**src/rtl/tl_initiator_if.sv**
```systemverilog
// TileLink-UL A/D channel bundle (64-bit data, 8-bit source) for a single initiator/responder pair.
interface tl_initiator_if;
   logic        a_valid;
   logic        a_ready;
   logic [2:0]  a_opcode;
   logic [2:0]  a_param;
   logic [2:0]  a_size;
   logic [7:0]  a_source;
   logic [63:0] a_address;
   logic [7:0]  a_mask;
   logic [63:0] a_data;
   logic        a_corrupt;

   logic        d_valid;
   logic        d_ready;
   logic [2:0]  d_opcode;
   logic [1:0]  d_param;
   logic [2:0]  d_size;
   logic [7:0]  d_source;
   logic        d_sink;
   logic        d_denied;
   logic [63:0] d_data;
   logic        d_corrupt;

   modport master (
      output a_valid, a_opcode, a_param, a_size, a_source, a_address, a_mask, a_data, a_corrupt,
      output d_ready,
      input  a_ready,
      input  d_valid, d_opcode, d_param, d_size, d_source, d_sink, d_denied, d_data, d_corrupt
   );

   modport slave (
      input  a_valid, a_opcode, a_param, a_size, a_source, a_address, a_mask, a_data, a_corrupt,
      input  d_ready,
      output a_ready,
      output d_valid, d_opcode, d_param, d_size, d_source, d_sink, d_denied, d_data, d_corrupt
   );
endinterface

```
**src/rtl/tl_initiator.sv**
```systemverilog
// Single-outstanding TileLink-UL initiator: req/rsp port to Get/PutFullData with alignment
// checking, D-channel source matching and a response timeout.
module tl_initiator #(
   parameter logic [7:0]  SOURCE_ID = 8'd0,
   parameter int unsigned TIMEOUT   = 1024
) (
   input  logic          clk,
   input  logic          rst_n,
   input  logic          req_valid,
   output logic          req_ready,
   input  logic          req_write,
   input  logic [63:0]   req_addr,
   input  logic [1:0]    req_size,
   input  logic [63:0]   req_wdata,
   output logic          rsp_valid,
   input  logic          rsp_ready,
   output logic [63:0]   rsp_rdata,
   output logic          rsp_err,
   tl_initiator_if.master bus
);

   localparam logic [2:0] TlGet         = 3'd4;
   localparam logic [2:0] TlPutFullData = 3'd0;

   typedef enum logic [1:0] {StIdle, StReq, StResp, StDone} state_e;

   state_e      state_q, state_d;
   logic        req_ready_q, req_ready_d;
   logic        rsp_valid_q, rsp_valid_d;
   logic [63:0] rsp_rdata_q, rsp_rdata_d;
   logic        rsp_err_q, rsp_err_d;
   logic        a_valid_q, a_valid_d;
   logic        d_ready_q, d_ready_d;
   logic [2:0]  a_opcode_q, a_opcode_d;
   logic [2:0]  a_size_q, a_size_d;
   logic [7:0]  a_source_q, a_source_d;
   logic [63:0] a_address_q, a_address_d;
   logic [7:0]  a_mask_q, a_mask_d;
   logic [63:0] a_data_q, a_data_d;
   logic [31:0] cnt_q, cnt_d;

   function automatic logic [7:0] size_to_mask(logic [1:0] size);
      unique case (size)
         2'd0:    return 8'h01;
         2'd1:    return 8'h03;
         2'd2:    return 8'h0F;
         default: return 8'hFF;
      endcase
   endfunction

   function automatic logic [63:0] expand_mask(logic [7:0] m);
      logic [63:0] r;
      for (int i = 0; i < 8; i++) r[i*8 +: 8] = {8{m[i]}};
      return r;
   endfunction

   function automatic logic misaligned(logic [2:0] lsb, logic [1:0] size);
      unique case (size)
         2'd0:    return 1'b0;
         2'd1:    return lsb[0];
         2'd2:    return |lsb[1:0];
         default: return |lsb;
      endcase
   endfunction

   logic d_hit, timed_out;
   assign d_hit     = bus.d_valid && d_ready_q && (bus.d_source == SOURCE_ID);
   assign timed_out = (TIMEOUT != 0) && (cnt_q == 32'(TIMEOUT - 1));

   always_comb begin
      state_d     = state_q;
      req_ready_d = req_ready_q;
      rsp_valid_d = rsp_valid_q;
      rsp_rdata_d = rsp_rdata_q;
      rsp_err_d   = rsp_err_q;
      a_valid_d   = a_valid_q;
      d_ready_d   = d_ready_q;
      a_opcode_d  = a_opcode_q;
      a_size_d    = a_size_q;
      a_source_d  = a_source_q;
      a_address_d = a_address_q;
      a_mask_d    = a_mask_q;
      a_data_d    = a_data_q;
      cnt_d       = cnt_q;
      unique case (state_q)
         StIdle: begin
            if (req_valid && req_ready_q) begin
               req_ready_d = 1'b0;
               a_opcode_d  = req_write ? TlPutFullData : TlGet;
               a_size_d    = {1'b0, req_size};
               a_source_d  = SOURCE_ID;
               a_address_d = req_addr;
               a_mask_d    = size_to_mask(req_size);
               a_data_d    = req_write ? (req_wdata & expand_mask(size_to_mask(req_size))) : '0;
               cnt_d       = '0;
               if (misaligned(req_addr[2:0], req_size)) begin
                  state_d     = StDone;
                  rsp_valid_d = 1'b1;
                  rsp_err_d   = 1'b1;
                  rsp_rdata_d = '0;
               end else begin
                  state_d   = StReq;
                  a_valid_d = 1'b1;
               end
            end
         end
         StReq: begin
            if (bus.a_ready) begin
               a_valid_d = 1'b0;
               d_ready_d = 1'b1;
               state_d   = StResp;
            end
         end
         StResp: begin
            // A matching D beat takes priority over timeout expiry in the same cycle
            if (d_hit) begin
               rsp_rdata_d = (a_opcode_q == TlGet) ? (bus.d_data & expand_mask(a_mask_q)) : '0;
               rsp_err_d   = bus.d_denied | bus.d_corrupt;
               rsp_valid_d = 1'b1;
               d_ready_d   = 1'b0;
               state_d     = StDone;
            end else if (timed_out) begin
               rsp_rdata_d = '0;
               rsp_err_d   = 1'b1;
               rsp_valid_d = 1'b1;
               d_ready_d   = 1'b0;
               state_d     = StDone;
            end else begin
               cnt_d = cnt_q + 32'd1;
            end
         end
         StDone: begin
            if (rsp_ready) begin
               rsp_valid_d = 1'b0;
               req_ready_d = 1'b1;
               state_d     = StIdle;
            end
         end
         default: state_d = StIdle;
      endcase
   end

   always_ff @(posedge clk or negedge rst_n) begin
      if (!rst_n) begin
         state_q     <= StIdle;
         req_ready_q <= 1'b1;
         rsp_valid_q <= 1'b0;
         rsp_rdata_q <= '0;
         rsp_err_q   <= 1'b0;
         a_valid_q   <= 1'b0;
         d_ready_q   <= 1'b0;
         a_opcode_q  <= '0;
         a_size_q    <= '0;
         a_source_q  <= '0;
         a_address_q <= '0;
         a_mask_q    <= '0;
         a_data_q    <= '0;
         cnt_q       <= '0;
      end else begin
         state_q     <= state_d;
         req_ready_q <= req_ready_d;
         rsp_valid_q <= rsp_valid_d;
         rsp_rdata_q <= rsp_rdata_d;
         rsp_err_q   <= rsp_err_d;
         a_valid_q   <= a_valid_d;
         d_ready_q   <= d_ready_d;
         a_opcode_q  <= a_opcode_d;
         a_size_q    <= a_size_d;
         a_source_q  <= a_source_d;
         a_address_q <= a_address_d;
         a_mask_q    <= a_mask_d;
         a_data_q    <= a_data_d;
         cnt_q       <= cnt_d;
      end
   end

   assign req_ready     = req_ready_q;
   assign rsp_valid     = rsp_valid_q;
   assign rsp_rdata     = rsp_rdata_q;
   assign rsp_err       = rsp_err_q;
   assign bus.a_valid   = a_valid_q;
   assign bus.a_opcode  = a_opcode_q;
   assign bus.a_param   = '0;
   assign bus.a_size    = a_size_q;
   assign bus.a_source  = a_source_q;
   assign bus.a_address = a_address_q;
   assign bus.a_mask    = a_mask_q;
   assign bus.a_data    = a_data_q;
   assign bus.a_corrupt = 1'b0;
   assign bus.d_ready   = d_ready_q;

   // d_opcode is deliberately not checked; the other D fields carry nothing we need
   logic unused_d;
   assign unused_d = ^{bus.d_opcode, bus.d_param, bus.d_size, bus.d_sink};

endmodule
```
**src/flat_wrapper.sv**
```systemverilog
// flat-port wrapper written by rule: the top's interface ports become plain ports
module tl_initiator_flat 
#(
   parameter logic [7:0]  SOURCE_ID = 8'd0,
   parameter int unsigned TIMEOUT   = 1024
)
  (clk, rst_n, req_valid, req_ready, req_write, req_addr, req_size, req_wdata, rsp_valid, rsp_ready, rsp_rdata, rsp_err, bus_a_valid, bus_a_opcode, bus_a_param, bus_a_size, bus_a_source, bus_a_address, bus_a_mask, bus_a_data, bus_a_corrupt, bus_d_ready, bus_a_ready, bus_d_valid, bus_d_opcode, bus_d_param, bus_d_size, bus_d_source, bus_d_sink, bus_d_denied, bus_d_data, bus_d_corrupt);
  tl_initiator_if bus_i ();
  input  logic clk;
  input  logic rst_n;
  input  logic req_valid;
  output logic req_ready;
  input  logic req_write;
  input  logic [63:0] req_addr;
  input  logic [1:0] req_size;
  input  logic [63:0] req_wdata;
  output logic rsp_valid;
  input  logic rsp_ready;
  output logic [63:0] rsp_rdata;
  output logic rsp_err;
  output wire logic [$bits(bus_i.a_valid)-1:0] bus_a_valid;
  output wire logic [$bits(bus_i.a_opcode)-1:0] bus_a_opcode;
  output wire logic [$bits(bus_i.a_param)-1:0] bus_a_param;
  output wire logic [$bits(bus_i.a_size)-1:0] bus_a_size;
  output wire logic [$bits(bus_i.a_source)-1:0] bus_a_source;
  output wire logic [$bits(bus_i.a_address)-1:0] bus_a_address;
  output wire logic [$bits(bus_i.a_mask)-1:0] bus_a_mask;
  output wire logic [$bits(bus_i.a_data)-1:0] bus_a_data;
  output wire logic [$bits(bus_i.a_corrupt)-1:0] bus_a_corrupt;
  output wire logic [$bits(bus_i.d_ready)-1:0] bus_d_ready;
  input wire logic [$bits(bus_i.a_ready)-1:0] bus_a_ready;
  input wire logic [$bits(bus_i.d_valid)-1:0] bus_d_valid;
  input wire logic [$bits(bus_i.d_opcode)-1:0] bus_d_opcode;
  input wire logic [$bits(bus_i.d_param)-1:0] bus_d_param;
  input wire logic [$bits(bus_i.d_size)-1:0] bus_d_size;
  input wire logic [$bits(bus_i.d_source)-1:0] bus_d_source;
  input wire logic [$bits(bus_i.d_sink)-1:0] bus_d_sink;
  input wire logic [$bits(bus_i.d_denied)-1:0] bus_d_denied;
  input wire logic [$bits(bus_i.d_data)-1:0] bus_d_data;
  input wire logic [$bits(bus_i.d_corrupt)-1:0] bus_d_corrupt;
  assign bus_a_valid = bus_i.a_valid;
  assign bus_a_opcode = bus_i.a_opcode;
  assign bus_a_param = bus_i.a_param;
  assign bus_a_size = bus_i.a_size;
  assign bus_a_source = bus_i.a_source;
  assign bus_a_address = bus_i.a_address;
  assign bus_a_mask = bus_i.a_mask;
  assign bus_a_data = bus_i.a_data;
  assign bus_a_corrupt = bus_i.a_corrupt;
  assign bus_d_ready = bus_i.d_ready;
  assign bus_i.a_ready = bus_a_ready;
  assign bus_i.d_valid = bus_d_valid;
  assign bus_i.d_opcode = bus_d_opcode;
  assign bus_i.d_param = bus_d_param;
  assign bus_i.d_size = bus_d_size;
  assign bus_i.d_source = bus_d_source;
  assign bus_i.d_sink = bus_d_sink;
  assign bus_i.d_denied = bus_d_denied;
  assign bus_i.d_data = bus_d_data;
  assign bus_i.d_corrupt = bus_d_corrupt;
  tl_initiator #(.SOURCE_ID(SOURCE_ID), .TIMEOUT(TIMEOUT)) u_core (.clk(clk), .rst_n(rst_n), .req_valid(req_valid), .req_ready(req_ready), .req_write(req_write), .req_addr(req_addr), .req_size(req_size), .req_wdata(req_wdata), .rsp_valid(rsp_valid), .rsp_ready(rsp_ready), .rsp_rdata(rsp_rdata), .rsp_err(rsp_err), .bus(bus_i));
endmodule
```
**config.mk**
```make
export PLATFORM = sky130hd
export DESIGN_NAME = tl_initiator_flat
export DESIGN_NICKNAME = d
export VERILOG_FILES = /design/src/rtl/tl_initiator_if.sv /design/src/rtl/tl_initiator.sv /design/src/flat_wrapper.sv
export SDC_FILE = /design/constraint.sdc
export NUM_CORES = 1
export LEC_CHECK = 0
export CORE_MARGIN = 4
export CORE_UTILIZATION = 38
export DETAILED_ROUTE_END_ITERATION = 10
export PLACE_DENSITY = 0.86
export SETUP_SLACK_MARGIN = 0.2
export SLEW_MARGIN = 20
export SYNTH_ARGS = -nofsm -noshare
export SYNTH_HDL_FRONTEND = slang
export SYNTH_SLANG_ARGS = --single-unit
export TNS_END_PERCENT = 30
```
**constraint.sdc**
```tcl
create_clock -name clk -period 2.29 [get_ports clk]
set_input_delay 0.5725 -clock clk [delete_from_list [all_inputs] [get_ports clk]]
set_output_delay 0.5725 -clock clk [all_outputs]
set_load 0.1 [all_outputs]
```
Word-level counts from Yosys, hierarchy flattened --
Cells that the tools add are included.
Storage, ports and cells: input port bits 220, bits in registers 244, output and inout bits 223, logic and storage cells 97
Operators by class: bitwise operators 3, $add $sub $neg 1, eq/ne operators 15, reductions and logical operators 21, mux-type cells 44
Operator list (count):
- two-way mux 64 bit | 6
- bitwise AND 64 bit | 2
- one-hot mux 64 bit (2 select lines) | 1
- two-way mux 32 bit | 3
- one-hot mux 32 bit (2 select lines) | 1
- adder 32 x 1 -> 32 bit (second input constant) | 1
- == test 32 x 10 -> 1 bit (second input constant) | 1
- one-hot mux 8 bit (3 select lines) | 1
- two-way mux 1 bit | 16
- two-way mux 8 bit | 2
- AND reduction 4 bit | 4
- two-way mux 2 bit | 6
- != test 2 bit (second input constant) | 5
- logical NOT 8 bit | 1
- one-hot mux 1 bit (2 select lines) | 4
- one-hot mux 2 bit (4 select lines) | 1
- nonzero test 2 bit | 4
- == test 2 bit (second input constant) | 3
- one-hot mux 1 bit (3 select lines) | 2
- AND reduction 3 bit | 2
- AND reduction 5 bit | 1
- == test 2 x 1 -> 1 bit (second input constant) | 2
- logical NOT 2 bit | 2
- != test 2 x 1 -> 1 bit (second input constant) | 2
- 9 further kinds | 11

Logic depth before layout (Yosys ltp) --
word-level depth 7, mapped depth 11, gate-level depth less buffers 7

Worst setup path before layout --
OpenSTA, ideal clock, no wires.
kind register to register, from register u_core.d_ready_q (netlist: u_core.bus.d_ready), to register u_core.rsp_rdata_q[22] (netlist: u_core.rsp_rdata[22]), cell stages (with the launch flop) 9, data arrival time 2.491 ns, setup time 0.069 ns, slack -0.270 ns, buffers on the path 3, clock period less this slack 2.560 ns, data required time 2.221 ns, path through dfrtp_1 -> and4bb_2 -> and3_1 -> and3_1 -> clkbuf_1 -> and3_1 -> clkbuf_1 -> buf_2 -> a22o_1
On the way: word-level cells in the longest chain between the ends 4, elaborated cells on any way between the ends 6, classes of those cells eq/ne: 1; mux: 2; reduce/logical: 3
RTL lines:
- start, declared | RTL line tl_initiator.sv:33 | logic d_ready_q, d_ready_d;
- start signal, assigned | RTL line tl_initiator.sv:166 | d_ready_q <= d_ready_d;
- logical AND 1 bit (*) (2 in a row) | RTL line tl_initiator.sv:67 | assign d_hit = bus.d_valid && d_ready_q && (bus.d_source == SOURCE_ID);
- != test 3 x 1 -> 1 bit (no source line) or two-way mux 64 bit (tied branches)
- AND reduction 4 bit (no source line) or one-hot mux 64 bit (2 select lines) (tied branches)
- end signal, assigned | RTL line tl_initiator.sv:163 | rsp_rdata_q <= rsp_rdata_d;
- end, declared | RTL line tl_initiator.sv:30 | logic [63:0] rsp_rdata_q, rsp_rdata_d;
Mark *: on every way between the ends. The rest lies on a longest branch, timed or not. A chain may end at the register's enable or synchronous reset.

Worst setup path after layout --
from register u_core.cnt_q[5], to register u_core.rsp_err_q (netlist: u_core.rsp_err)
On the way: word-level cells in the longest chain between the ends 3
RTL lines:
- start, declared | RTL line tl_initiator.sv:40 | logic [31:0] cnt_q, cnt_d;
- start signal, assigned | RTL line tl_initiator.sv:173 | cnt_q <= cnt_d;
- == test 32 x 10 -> 1 bit | RTL line tl_initiator.sv:68 | assign timed_out = (TIMEOUT != 0) && (cnt_q == 32'(TIMEOUT - 1));
- != test 3 x 1 -> 1 bit (no source line)
- AND reduction 4 bit (no source line)
- end signal, assigned | RTL line tl_initiator.sv:164 | rsp_err_q <= rsp_err_d;
- end, declared | RTL line tl_initiator.sv:31 | logic rsp_err_q, rsp_err_d;
Every way passes these cells.

==> results.cfg <==
[global_route]
grt_pass1_vias = 9093
grt_first_pass_wirelength_um = 51500
grt_remaining_overflow = 0
grt_antenna_before_repair = 1
grtUsageTotal_pct = 21.9
grt_max_degree = 146

[synthesis]
synth_edf_count = 0
synthArstFlopShare_pct = 100
synth_top_area_share_pct = 59.2
syn_inst = 937
yosysSeqAreaShare_pct = 59.4
yosysTopAreaCell = dfrtp_1
yosys_warnings = 0
yosys-top-cells-area = dfrtp_1 59%, nand2_1 9.3%, a22o_1 9.1%
synth_top_flop_cell = dfrtp_1
avgSynthCellArea_um2 = 10.7
ys_types = 53
ys_ff_latch = 238
syn_area_um2 = 10000

[cts]
cts_buffer_depth = 3
clk_latency_ns = 0.54
cts_inserted_buffers = 27
path_clk_slew_ns = 0.06
cts_sinks = 238
h-tree-depth = 1
cts_tree = yes
cts_root_buf = clkbuf_16

[sta]
fin_crit_sh_pct = 93.1
fin_hold_ws_ns = 0.475
setup_slack_ns = 0.158
finalCriticalPeriod_ns = 2.13
fin_worst_skew_ns = 0.0274
final_max_slew_viol_count = 0
relSlewSlack_pct = 55.9
hold_violations = 0
finalSetupViolCount = 0
timing.fmax_ghz = 0.469
rsz0062_at_grt = true
fin_tns_setup_ns = 0
worst_slew_pin_slew_ns = 0.661

[critical_path]
reg2reg_depth = 6
r2r_end = u_core.rsp_err
critPathMaxFanout = 11
startpoint_type = flip-flop
endpoint_kind = flip-flop
r2r_setup_slack_ns = 0.16
worstPathArrival_ns = 2.54
worstReg2RegStart = u_core.cnt_q[5]
worstPathRequired_ns = 2.70
critPathKind = flip-flop to flip-flop

[status]
status = completed

[detailed_routing]
drc = 0
wl_per_cell_um = 19.9
dr_total_vias = 9301
viasPerCell = 5.35
totalWireLength_um = 34600
drt-pass1-iter-count = 7
drtIter0Drc = 934
final_antenna_net_count = 0

[placed_design]
gp_congestion = 0.868
dp_hpwl_um = 24500
port_buffers = 418
dpl_worst_slack_ns = -0.361

[pwr]
pwr-share-seq_pct = 25.6
leakagePower_nw = 7.76
p_int_w = 0.0118
swShare_pct = 53.7
clkPwrFrac_pct = 18.4
cellPowerDensity_nw_per_um2 = 1630
pwr-share-comb_pct = 56.0
peakVddDrop_v = 0.00196
switchingPower_w = 0.0137

[layout]
n_antenna_cell = 0
layout_commonest_cell = buf_4
nets = 1610
syn_to_final_growth_pct = 56.0
mostFrequentLayoutCells = 255 x buf_4, 245 x nand2_1, 234 x dfrtp_1
drive_gt1_share_pct = 26.4

[die]
start_util_pct = 38.6
core_area_um2 = 26000
dieHeight_um = 170
pin_count = 443
die_x_um = 170
die_area_um2 = 29000
num_rows = 59

[min_path]
hold_path.class = flip-flop to flip-flop
worstHoldEndpoint = u_core.bus.a_address[58]
min-delay-start = u_core.bus.a_address[58]
min_path_cells = 2

[job]
max_cap_violations = 0
## metrics by stage
| stage | instance area, um2 | cells | utilization (%) | power (W) |
|---|---|---|---|---|
| after floorplan | 10100 | 951 | - | 0.0166 |
| after global placement | 14400 | 1675 | 55.5 | 0.0202 |
| after detailed placement | 14400 | 1675 | 55.5 | 0.0204 |
| after CTS | 15400 | 1728 | 59.4 | 0.0253 |
| after global routing | 15600 | 1739 | 60.2 | 0.0264 |
| final | 15600 | 1739 | 60.2 | 0.0255 |
## power by group through the flow
| stage | combinational, W | clock (W) | sequential [W] |
|---|---|---|---|
| after global routing | 0.0148 | 0.00496 | 0.00667 |
| final | 0.0143 | 0.00470 | 0.00652 |
| after global placement | 0.0137 | 0 | 0.00647 |
| after CTS | 0.0140 | 0.00477 | 0.00648 |
| after detailed placement | 0.0139 | 0 | 0.00653 |
| after floorplan | 0.00278 | 0 | 0.0138 |
## cell type report
cell class / instances / area [um2]
inverters: 7 / 26.3
multi-input cells: 623 / 3810
fillers: 2030 / 10400
flip-flops and latches: 238 / 5970
repair buffers: 487 / 4450
clock buffers: 36 / 729
well taps: 335 / 419
clock inverters: 13 / 229
## what timing repair did
item                                    4_1_cts  5_1_grt
cloned                                        0        2
gates resized for setup                      10       18
setup buffers                                 3        9
endpoints found under the hold margin        40        0
hold buffers                                  1        0
endpoints found under the setup margin       89       96
pin swaps                                     2        4
## registers in the layout, summed over array words and instances (netlist names), 2 cells and up
register and cells:
u_core.bus.a_size 2, u_core.cnt_q 32, u_core.bus.a_data 64, u_core.bus.a_address 64, u_core.state_q 2, u_core.rsp_rdata 64
u_core.bus.a_mask 4
## how the worst max path moves through the flow
stage	startpoint	to	slack (ns)
floorplan	u_core.req_ready	u_core.cnt_q[6]	0.20
global placement	req_size[1]	u_core.rsp_rdata[7]	-0.33
detailed placement	req_size[1]	u_core.rsp_rdata[1]	-0.36
CTS	u_core.state_q[0]	u_core.rsp_rdata[1]	0.16
global route	u_core.cnt_q[18]	u_core.rsp_err	0.11
finish	u_core.cnt_q[5]	u_core.rsp_err	0.16
## critical path, cell delays in order, from the launching register on
cell and delay, ns:
dfrtp_1 0.41, nand3_2 0.17, or3_4 0.47, o31ai_4 0.31, nand2_4 0.15, buf_4 0.21
mux2_2 0.28
## cell families after synthesis
logic type,share of synthesized area [%]
simple gates,18.2
flops,59.4
compound gates,14.8
buf+inv,4.54
mux,2.28
fa+ha+maj,0.749
other cells,0.0374
## metal layers
layer	vias to the layer above	GRT usage (%)	part of all wire, %
met1	4582	28.3	39
li1	4164	-	-
met5	-	0	0.038
met2	478	37.2	50
met4	2	7.33	3.5
met3	75	4.13	7.8
## cell usage after synthesis (all sizes together) (3+ instances only)
cell type and number:
a22o 104, nand4b 3, a21oi 11, nor3 7, and2 4, o311ai 6
dfrtp 237, nand2b 14, mux2 17, mux2i 3, ha 6, or3 9
nand3b 4, and3 30, o21ai 33, nor4b 3, o211ai 7, inv 7
nor2 16, nand3 23, a211o 9, nor4 17, nand4 11, nand2 248
buf 46, clkbuf 37
(Power assumes the default switching activity.)
